### config.mk
export PLATFORM = sky130hd
export DESIGN_NAME = rotary_calc
export DESIGN_NICKNAME = d
export VERILOG_FILES = /design/src/rtl/rotary_calc.sv
export SDC_FILE = /design/constraint.sdc
export NUM_CORES = 1
export LEC_CHECK = 0
export ABC_AREA = 1
export CAP_MARGIN = 20
export CORE_ASPECT_RATIO = 1.2
export CORE_MARGIN = 1.5
export CORE_UTILIZATION = 35
export CTS_CLUSTER_DIAMETER = 50
export DETAILED_ROUTE_END_ITERATION = 8
export HOLD_SLACK_MARGIN = 0.08
export PLACE_DENSITY_LB_ADDON = 0.2
export SLEW_MARGIN = 15
export SYNTH_ARGS = -nofsm -noshare
export SYNTH_HDL_FRONTEND = slang
export SYNTH_SLANG_ARGS = --single-unit
### constraint.sdc
create_clock -name clk -period 4.91 [get_ports clk]
set_input_delay 0.491 -clock clk [delete_from_list [all_inputs] [get_ports clk]]
set_output_delay 0.491 -clock clk [all_outputs]
set_load 0.01 [all_outputs]
### src/rtl/rotary_calc.sv
// Rotary-encoder operand entry: CW detents load A/B nibbles then the opcode, CCW steps back.
// ROTARY_CALC_SYNC_EN adds a 2-flop input synchroniser (3-edge step latency instead of 1).
module rotary_calc #(
  parameter int WIDTH = 7
) (
  input  logic             clk,
  input  logic             rst_n,
  input  logic             rotation_event,
  input  logic             rotation_direction,
  input  logic [3:0]       Y,
  output logic [WIDTH:0]   led,
  output logic             result_valid,
  output logic [3:0]       stage
);

  localparam int C       = (WIDTH + 3) / 4;
  localparam int CW      = 4 * C;
  localparam int STAGE_W = 4;
  localparam logic [STAGE_W-1:0] OP_STAGE   = STAGE_W'(2 * C);
  localparam logic [STAGE_W-1:0] SHOW_STAGE = STAGE_W'(2 * C + 1);

  logic             ev;
  logic             dir;
  logic             prev_event;
  logic             step;
  logic [WIDTH-1:0] opa, opa_n;
  logic [WIDTH-1:0] opb, opb_n;
  logic [1:0]       opcode, opcode_n;
  logic [STAGE_W-1:0] stage_n;
  logic [WIDTH:0]   led_n;
  logic             valid_n;
  int               sk;

`ifdef ROTARY_CALC_SYNC_EN
  logic [1:0] ev_sync;
  logic [1:0] dir_sync;

  // Event resets high so a level held through reset is not seen as an edge.
  always_ff @(posedge clk or negedge rst_n) begin
    if (!rst_n) begin
      ev_sync  <= 2'b11;
      dir_sync <= 2'b00;
    end else begin
      ev_sync  <= {ev_sync[0], rotation_event};
      dir_sync <= {dir_sync[0], rotation_direction};
    end
  end

  assign ev  = ev_sync[1];
  assign dir = dir_sync[1];
`else
  assign ev  = rotation_event;
  assign dir = rotation_direction;
`endif

  assign step = ev & ~prev_event;

  // Replace nibble k of cur with nib; bits above WIDTH-1 fall away.
  function automatic logic [WIDTH-1:0] put_chunk(input logic [WIDTH-1:0] cur,
                                                 input int k,
                                                 input logic [3:0] nib);
    logic [CW-1:0] mask;
    logic [CW-1:0] wide;
    mask = CW'(4'hF) << (4 * k);
    wide = {C{nib}};
    return (cur & ~mask[WIDTH-1:0]) | (wide[WIDTH-1:0] & mask[WIDTH-1:0]);
  endfunction

  function automatic logic [WIDTH:0] calc(input logic [WIDTH-1:0] a,
                                          input logic [WIDTH-1:0] b,
                                          input logic [1:0] opc);
    logic [WIDTH:0] ax;
    logic [WIDTH:0] bx;
    logic [WIDTH:0] r;
    ax = {1'b0, a};
    bx = {1'b0, b};
    case (opc)
      2'b00:   r = ax + bx;
      2'b01:   r = ax - bx;
      2'b10:   r = ax & bx;
      default: r = ax ^ bx;
    endcase
    return r;
  endfunction

  always_comb begin
    opa_n    = opa;
    opb_n    = opb;
    opcode_n = opcode;
    stage_n  = stage;
    led_n    = led;
    valid_n  = result_valid;
    sk       = int'(stage);
    if (step) begin
      if (dir) begin
        if (sk < C) begin
          opa_n   = put_chunk(opa, sk, Y);
          stage_n = stage + STAGE_W'(1);
        end else if (sk < 2 * C) begin
          opb_n   = put_chunk(opb, sk - C, Y);
          stage_n = stage + STAGE_W'(1);
        end else if (stage == OP_STAGE) begin
          opcode_n = Y[1:0];
          led_n    = calc(opa, opb, opcode_n);
          valid_n  = 1'b1;
          stage_n  = SHOW_STAGE;
        end else begin
          stage_n = '0;
          opa_n   = '0;
          opb_n   = '0;
          valid_n = 1'b0;
        end
      end else if (stage == SHOW_STAGE) begin
        stage_n  = OP_STAGE;
        opcode_n = '0;
        valid_n  = 1'b0;
      end else if (sk != 0) begin
        // Clear the field of the stage being returned to.
        stage_n = stage - STAGE_W'(1);
        if (sk - 1 < C) opa_n = put_chunk(opa, sk - 1, 4'h0);
        else            opb_n = put_chunk(opb, sk - 1 - C, 4'h0);
      end
    end
  end

  always_ff @(posedge clk or negedge rst_n) begin
    if (!rst_n) begin
      prev_event   <= 1'b1;
      opa          <= '0;
      opb          <= '0;
      opcode       <= '0;
      stage        <= '0;
      led          <= '0;
      result_valid <= 1'b0;
    end else begin
      prev_event   <= ev;
      opa          <= opa_n;
      opb          <= opb_n;
      opcode       <= opcode_n;
      stage        <= stage_n;
      led          <= led_n;
      result_valid <= valid_n;
    end
  end

endmodule

* Word level (Yosys, flattened, before mapping)
Index checks and enable logic that the tools add are counted.
Storage, ports and cells: output and inout bits 13, register bits 28
Cells by class: reductions and logical operators 11, equality and inequality tests 11, $lt $le $gt $ge 3, shift-type cells 4, bitwise gates (word level) 18, add/sub/neg operators 7, mux-type cells 25
Operators by type and width (count):
- $shl 4x32->7 const A | 3
- $mux 7 | 13
- $and 7x7->7 | 7
- $not 7->7 | 4
- $pmux 8 s3 | 1
- $mux 4 | 5
- $or 7x7->7 | 2
- $reduce_and 6->1 | 2
- $ne 3x3->1 const B | 3
- $add 7x7->8 | 1
- $eq 4x3->1 const B | 2
- $ne 2x2->1 const B | 4
- $sub 7x7->8 | 1
- $shl 4x6->7 const A | 1
- $xor 7x7->7 | 1
- $reduce_bool 2->1 | 3
- $sub 5x3->6 const B | 1
- $lt 5x3->1 const B | 1
- $mux 1 | 5
- $reduce_and 5->1 | 1
- $sub 4x1->5 const B | 1
- $sub 4x2->5 const B | 1
- $add 4x1->4 const B | 1
- $lt 4x2->1 const B | 1
- 12 further kinds | 14

* Longest topological paths before layout
Gate-level depths: netlist of the first run.
depth in word-level cells 9, mapped depth 15

* Worst setup path before layout of the first run
OpenSTA, ideal clock, no wires.
path type input port to flip-flop, start input port Y[1], end register led[6], slack 2585 ps, cell stages on the path 14, arrival 2204 ps, setup time 121 ps, path through buf_2 nor2_1 inv_1 nand2_1 xor2_1 inv_1 ha_1 nand2_1 nand2_1 nand2_1 nand3_1 or2_2 nand3_1 o21ai_1
Between the ends: longest elaborated chain between the ends 2, elaborated cells between the ends (all ways) 4, those cells by class eq/ne: 2; mux: 1; reduce/logical: 1
Ends and longest elaborated chain:
- from (decl) | line 10 | input logic [3:0] Y,
- $eq 2x2->1 (tied with other cells) | line 77 | case (opc)
- $pmux 8 s3 (*) | line 77
- to (signal assigned) | line 141 | led <= led_n;
- to (decl) | line 11 | output logic [WIDTH:0] led,
Mark *: on every way between the ends. The rest lies on a longest branch, timed or not. A chain may end at the register's enable or synchronous reset.

* Worst setup path in the final report of the first run
Same ends and word-level chain as after synthesis.

==> results_dict.tcl, run 1 <==
set metrics [dict create \
    status "finished, final reports clean" \
    period_minus_slack_ns 2.79 \
    synth_mux_area_share_pct 0 \
    postSynthAreaPerCell_um2 7.11 \
    maxCapViolCount 0 \
    timing.critical_path.cells "clkdlybuf4s50_1 > nor2_1 > inv_1 > nand2_1 > xor2_1 > inv_1 > ha_1 > nand2_1 > nand2_1 > nand2_1 > nand3_1 > or2_2 > nand3_1 > o21ai_1" \
    cts-resized-gates 0 \
    crit_arrival_ns 2.97 \
    synth_enable_flop_cells 0 \
    hold_buffers 0 \
    maxSlewViolCount 0 \
    grt_setup_unrepaired "false" \
    grt_pass1_vias 2309 \
    post_drt_via_cell_ratio 5.16 \
    clk_pin_slew_ns 0.10 \
    cts-root-to-sink-buffers 2 \
    global_route_wire_length_before_repair_mm 11.1 \
    max_slew_margin_pct 62.2 \
    synth.area.top_cells "sky130_fd_sc_hd__dfrtp_1, sky130_fd_sc_hd__nand2_1, sky130_fd_sc_hd__ha_1" \
    ys.warnings.count 0 \
    synth_compound_area_share_pct 16.8 \
    drc 0 \
    syn_to_final_growth_pct 12.9 \
    fraction_of_layout_instances_using_a_drive_strength_above_1_pct 7.71 \
    gp_congestion 0.860 \
    insertion_delay_ns 0.28 \
    initial_antenna_violation_count 0 \
    post-dp-hpwl_mm 4.96 \
    design.die.area_um2 7760 \
    inserted_clock_buffers 3 \
    maximum_operating_frequency_mhz 359 \
    worstHoldPathType "reg -> reg" \
    critical_path_required_ns 5.09 \
    synth_cells 356 \
    cpMostUsedCell "sky130_fd_sc_hd__nand2_1" \
    cellLeakagePower_nw 1.43 \
    synth_adder_area_share_pct 12.6 \
    via_count 2387 \
    timing.critical_path.slowest_stage_cell "sky130_fd_sc_hd__clkdlybuf4s50_1" \
    yosys_register_bits 28 \
    avgRoutedWirePerCell_um 13.8 \
    place.port_buffers 20 \
    drtIter0Drc 117 \
    cts_tree "built" \
    track_usage_pct 18.3 \
    ioPinCount 21 \
    synth.top_cell.area_share_pct 26.7 \
    crit_fanout 10 \
    synthMostInstantiatedCell "sky130_fd_sc_hd__nand2_1" \
    placementRows 33 \
    fin_setup_tns_ns 0 \
    report.final.hold_viol_count 0 \
    initial_core_utilization_pct 36.5 \
    insertedDiodeCount 0 \
    postSynth.topFlopCell "sky130_fd_sc_hd__dfrtp_1" \
    vdd_ir_drop_max_v 0.000262 \
    post-cts-setup-buffer-count 0 \
    p_per_area_nw_per_um2 617 \
    synth_top_family_by_area "simple AND/OR/NAND/NOR gates" \
    worstSetupPathType "in -> reg" \
    cp-start-kind "input port" \
    grt_overflow 0 \
    crit_path_max_incr_delay_ns 0.64 \
    synth_nets 389 \
    final_stage_net_count 410 \
    die_y_um 96.2 \
    synthXorXnorAreaFrac_pct 3.80 \
    cts-htree-levels 1 \
    synth-async-reset-ratio_pct 100 \
    detail_route.first_pass.iterations 4 \
    synthDistinctLibCells 41 \
    yosysSeqAreaShare_pct 27.7 \
    yosys-top-cells-count "sky130_fd_sc_hd__nand2_1, sky130_fd_sc_hd__nor2_1, sky130_fd_sc_hd__inv_1, sky130_fd_sc_hd__o21ai_0, sky130_fd_sc_hd__dfrtp_1" \
    cts.sink_count 28 \
    routed_wirelength_mm 6.38 \
    worst_setup_path_end_kind "flip-flop" \
    die_w_um 80.7 \
    timing.final.crit_share_pct 56.7 \
    clockRootBuffer "sky130_fd_sc_hd__clkbuf_8" \
    yosysTopAreaCell "sky130_fd_sc_hd__dfrtp_1" \
    ant_nets 0 \
    timing.final.setup_violations 0 \
    yosys.area_share.simple_pct 31.5 \
    placeableCoreArea_um2 6940 \
    final_worst_clock_skew_ns 0.00987 \
    layoutNonFillerInstCount 463 \
    pin_count_of_the_biggest_net_entering_global_routing 29 \
    slew_worst_pin_ns 0.565 \
    post-place-cells 459 \
    netlist_area_um2 2530 \
]
cell families (layout without fill, tap and decap cells):
| logic type | count (synthesis) | count (layout) |
|---|---|---|
| simple gates | 171 | 171 |
| compound gates | 77 | 77 |
| buf+inv | 44 | 64 |
| flops | 28 | 28 |
| fa+ha+maj | 25 | 25 |
| xor+xnor | 11 | 11 |
per-layer routing:
layer / GRT usage, % / wire, um / share of wire [%] / vias to the layer above
li1: - / - / - / 1232
met1: 23.6 / 2970 / 47 / 1085
met2: 31.0 / 2970 / 47 / 58
met3: 2.46 / 265 / 4.2 / 12
met4: 7.18 / 171 / 2.7 / 0
met5: 0 / 0 / 0 / -
power by group:
| group | internal [mW] | switching (mW) | total [mW] |
|---|---|---|---|
| Combinational | 0.466 | 0.711 | 1.18 |
| Sequential | 0.321 | 0.132 | 0.453 |
| Clock | 0.0583 | 0.0762 | 0.135 |
worst max-delay path: cells and delay by family:
| kind | cells | cell delay, ns |
|---|---|---|
| buffers and inverters | 3 | 0.84 |
| xor gates and xnor gates | 1 | 0.14 |
| AOI/OAI and AO/OA | 1 | 0.06 |
| adders and majority gates | 1 | 0.34 |
| and+or+nand+nor | 8 | 1.09 |
state kept, by name (all words and copies together), names as in the netlist:
signal and count:
opb 7, prev_event 1, result_valid 1, led 8, stage 4, opa 7
path summary, 6_finish.rpt:
path / depth (start not counted) / slack [ns] / startpoint / endpoint
min in group asynchronous: 2 / 0.60 / rst_n / opa[3]
max in group asynchronous: 2 / 4.00 / rst_n / prev_event
worst min-delay path: 2 / 0.49 / led[7] / led[7]
worst min register to register: 2 / 0.49 / led[7] / led[7]
worst max-delay path: 14 / 2.12 / Y[1] / led[6]
worst max register to register: 14 / 2.27 / stage[0] / opb[2]
layout by cell type (no fill, tap or decap), types with 4 or more instances in the layout:
cell / count
sky130_fd_sc_hd__a21oi_1: 26
sky130_fd_sc_hd__clkdlybuf4s50_1: 20
sky130_fd_sc_hd__dfrtp_1: 27
sky130_fd_sc_hd__ha_1: 24
sky130_fd_sc_hd__inv_1: 32
sky130_fd_sc_hd__nand2_1: 82
sky130_fd_sc_hd__nand2_2: 4
sky130_fd_sc_hd__nand2_4: 4
sky130_fd_sc_hd__nand3_1: 22
sky130_fd_sc_hd__nand4_1: 6
sky130_fd_sc_hd__nor2_1: 39
sky130_fd_sc_hd__nor3_1: 6
sky130_fd_sc_hd__o21ai_0: 30
sky130_fd_sc_hd__o21ai_1: 5
sky130_fd_sc_hd__xor2_1: 8
area by class of cell:
class | count | area, um2
timing repair buffer | 21 | 208
inverter | 39 | 156
sequential | 28 | 702
clock buffer | 4 | 45.0
multi-input combinational | 284 | 1640
fill | 738 | 4080
tap | 87 | 109
through the flow:
stage	utilization (%)	setup WS [ns]	power (mW)	instance area, um2	hold WS [ns]
floorplan	-	2.59	1.31	2530	0.195
global placement	40.6	1.89	1.62	2820	0.469
detailed placement	40.6	1.82	1.63	2820	0.474
CTS	41.2	2.12	1.77	2860	0.499
global route	41.2	1.86	1.98	2860	0.513
finish	41.2	2.12	1.76	2860	0.491
No activity file was read; power rests on OpenSTA's default activity.
==> inputs of run 2 (changes only) <==
- clock period: 4.91 -> 2.55 ns (I/O delays scaled with it)
==> run 2 against run 1 <==
Worst setup slack lost 1.9 ns. Cell area increased by 3.1%. Combinational power up 100%. Clock skew is essentially flat. Largest power group unchanged. Via count fell by 0.59%. Register-to-register slack worse by 2.1 ns. Sequential power is 86% higher. Sequential share of layout area decreased by 0.75 points. Non-clock buffer count grew 12. Clock power increased by 93%. Global-route usage increased by 0.64 points. Utilization up 1.3 points.
==> results_dict.tcl, run 2 (same netlist as run 1, synthesis figures left out) <==
set metrics [dict create \
    status "finished, final reports clean" \
    power.switching_mw 1.80 \
    cts-htree-levels 1 \
    initial_antenna_violation_count 0 \
    worstSetupPathType "reg -> reg" \
    period_minus_slack_ns 2.34 \
    post_drt_via_cell_ratio 5.00 \
    crit_arrival_ns 2.51 \
    inserted_clock_buffers 3 \
    report.final.hold_viol_count 0 \
    global_route_wire_length_before_repair_mm 11.4 \
    post-dp-hpwl_mm 5.14 \
    hold_buffers 0 \
    maxSlewViolCount 0 \
    layoutNonFillerInstCount 475 \
    cts_tree "built" \
    drc 0 \
    final_util_pct 42.5 \
    grt_pass1_vias 2386 \
    clk_pin_slew_ns 0.11 \
    mostFrequentLayoutCell "sky130_fd_sc_hd__nand2_1" \
    grt_setup_unrepaired "false" \
    post-place-cells 471 \
    vdd_ir_drop_max_v 0.000594 \
    place.port_buffers 20 \
    placeableCoreArea_um2 6940 \
    drtIter0Drc 171 \
    placementRows 33 \
    post-cts-setup-buffer-count 0 \
    avgRoutedWirePerCell_um 13.8 \
    die_y_um 96.2 \
    layout_fillers 740 \
    worst_setup_path_end_kind "flip-flop" \
    fraction_of_layout_instances_using_a_drive_strength_above_1_pct 10.6 \
    cp-start-kind "flip-flop" \
    ioPinCount 21 \
    critical_path.startpoint "opb[2]" \
    pin_count_of_the_biggest_net_entering_global_routing 29 \
    timing.final.setup_violations 0 \
    slew_worst_pin_ns 0.441 \
    max_slew_margin_pct 70.5 \
    die_w_um 80.7 \
    cts.sink_count 28 \
    place_ws_ns -0.0152 \
    timing.final.ws_setup_ns 0.214 \
    maxCapViolCount 0 \
    detail_route.first_pass.iterations 4 \
    critical_path_required_ns 2.73 \
    design.die.area_um2 7760 \
    gp_congestion 0.835 \
    largest_register_ff_count 8 \
    cellLeakagePower_nw 1.48 \
    power.combinational.fraction_pct 68.4 \
    via_count 2373 \
    p_int_mw 1.69 \
    cts-resized-gates 0 \
    maximum_operating_frequency_mhz 428 \
    top_regs "led (8), opa (7), opb (7)" \
    power.clock.fraction_pct 7.5 \
    ant_nets 0 \
    r2r_start "opb[2]" \
    initial_core_utilization_pct 36.5 \
    mostFrequentLayoutCells "sky130_fd_sc_hd__nand2_1, sky130_fd_sc_hd__nor2_1, sky130_fd_sc_hd__inv_1, sky130_fd_sc_hd__o21ai_0, sky130_fd_sc_hd__dfrtp_1" \
    crit_fanout 4 \
    clockRootBuffer "sky130_fd_sc_hd__clkbuf_8" \
    track_usage_pct 19.0 \
    max_flop_register "led" \
    timing.final.crit_share_pct 91.6 \
    final_stage_net_count 422 \
    syn_to_final_growth_pct 16.5 \
    power.sequential.fraction_pct 24.2 \
    swShare_pct 51.5 \
    final_worst_clock_skew_ns 0.00947 \
    routed_wirelength_mm 6.57 \
    insertion_delay_ns 0.28 \
    insertedDiodeCount 0 \
    worstHoldPathType "in -> async" \
    grt_overflow 0 \
    p_per_area_nw_per_um2 1180 \
    r2r_setup_slack_ns 0.21 \
    cts-root-to-sink-buffers 2 \
]
-- run 2: metal layers --
layer / share of wire, % / up-vias / global-route usage [%]
li1: - / 1252 / -
met1: 48 / 1076 / 24.7
met2: 48 / 41 / 33.6
met3: 2.9 / 4 / 1.42
met4: 1.2 / 0 / 5.17
met5: 0 / - / 0
-- run 2: final cells by class --
class / count / area [um2] / share of cell area [%]
multi-input cells: 284 / 1640 / 55.6
flip-flops and latches: 28 / 702 / 23.8
repair buffers: 33 / 298 / 10.1
inverters: 39 / 156 / 5.30
well taps: 87 / 109 / 3.69
clock buffers: 4 / 45.0 / 1.53
-- run 2: worst max-delay path, cell delays in order, from the launching register on --
cell	delay, ns
sky130_fd_sc_hd__dfrtp_1	0.45
sky130_fd_sc_hd__inv_1	0.16
sky130_fd_sc_hd__nand3_1	0.12
sky130_fd_sc_hd__nor2_1	0.16
sky130_fd_sc_hd__nand2_1	0.07
sky130_fd_sc_hd__nand2_1	0.08
sky130_fd_sc_hd__xor2_1	0.14
sky130_fd_sc_hd__inv_1	0.05
sky130_fd_sc_hd__ha_1	0.31
sky130_fd_sc_hd__nand2_1	0.07
sky130_fd_sc_hd__inv_1	0.05
sky130_fd_sc_hd__nand2_1	0.06
sky130_fd_sc_hd__nand3_1	0.09
sky130_fd_sc_hd__or2_2	0.28
sky130_fd_sc_hd__nand3_1	0.06
sky130_fd_sc_hd__o21ai_1	0.06
-- run 2: power by group through the flow --
stage / combinational [mW] / clock, mW / sequential, mW
after floorplan: 1.70 / 0 / 0.818
final: 2.38 / 0.260 / 0.843
after detailed placement: 2.38 / 0 / 0.854
after global routing: 2.73 / 0.292 / 0.870
after global placement: 2.35 / 0 / 0.851
after CTS: 2.39 / 0.272 / 0.846
-- run 2: final timing paths --
kind | end | cells after the start
max | led[6] | 15
min | led[2] | 2
max reg2reg | led[6] | 15
min reg2reg | led[2] | 2
max in group asynchronous | prev_event | 2
min in group clk | prev_event | 1
-- run 2: stage by stage --
step	power [mW]	cell area [um2]	hold WS (ns)	TNS, ns
3_3_place_gp	3.20	2910	0.463	0
2_1_floorplan	2.52	2530	-0.0406	0
5_1_grt	3.89	2950	0.395	0
4_1_cts	3.51	2950	0.374	0
3_5_place_dp	3.23	2910	0.472	-0.0152
6_report	3.49	2950	0.357	0
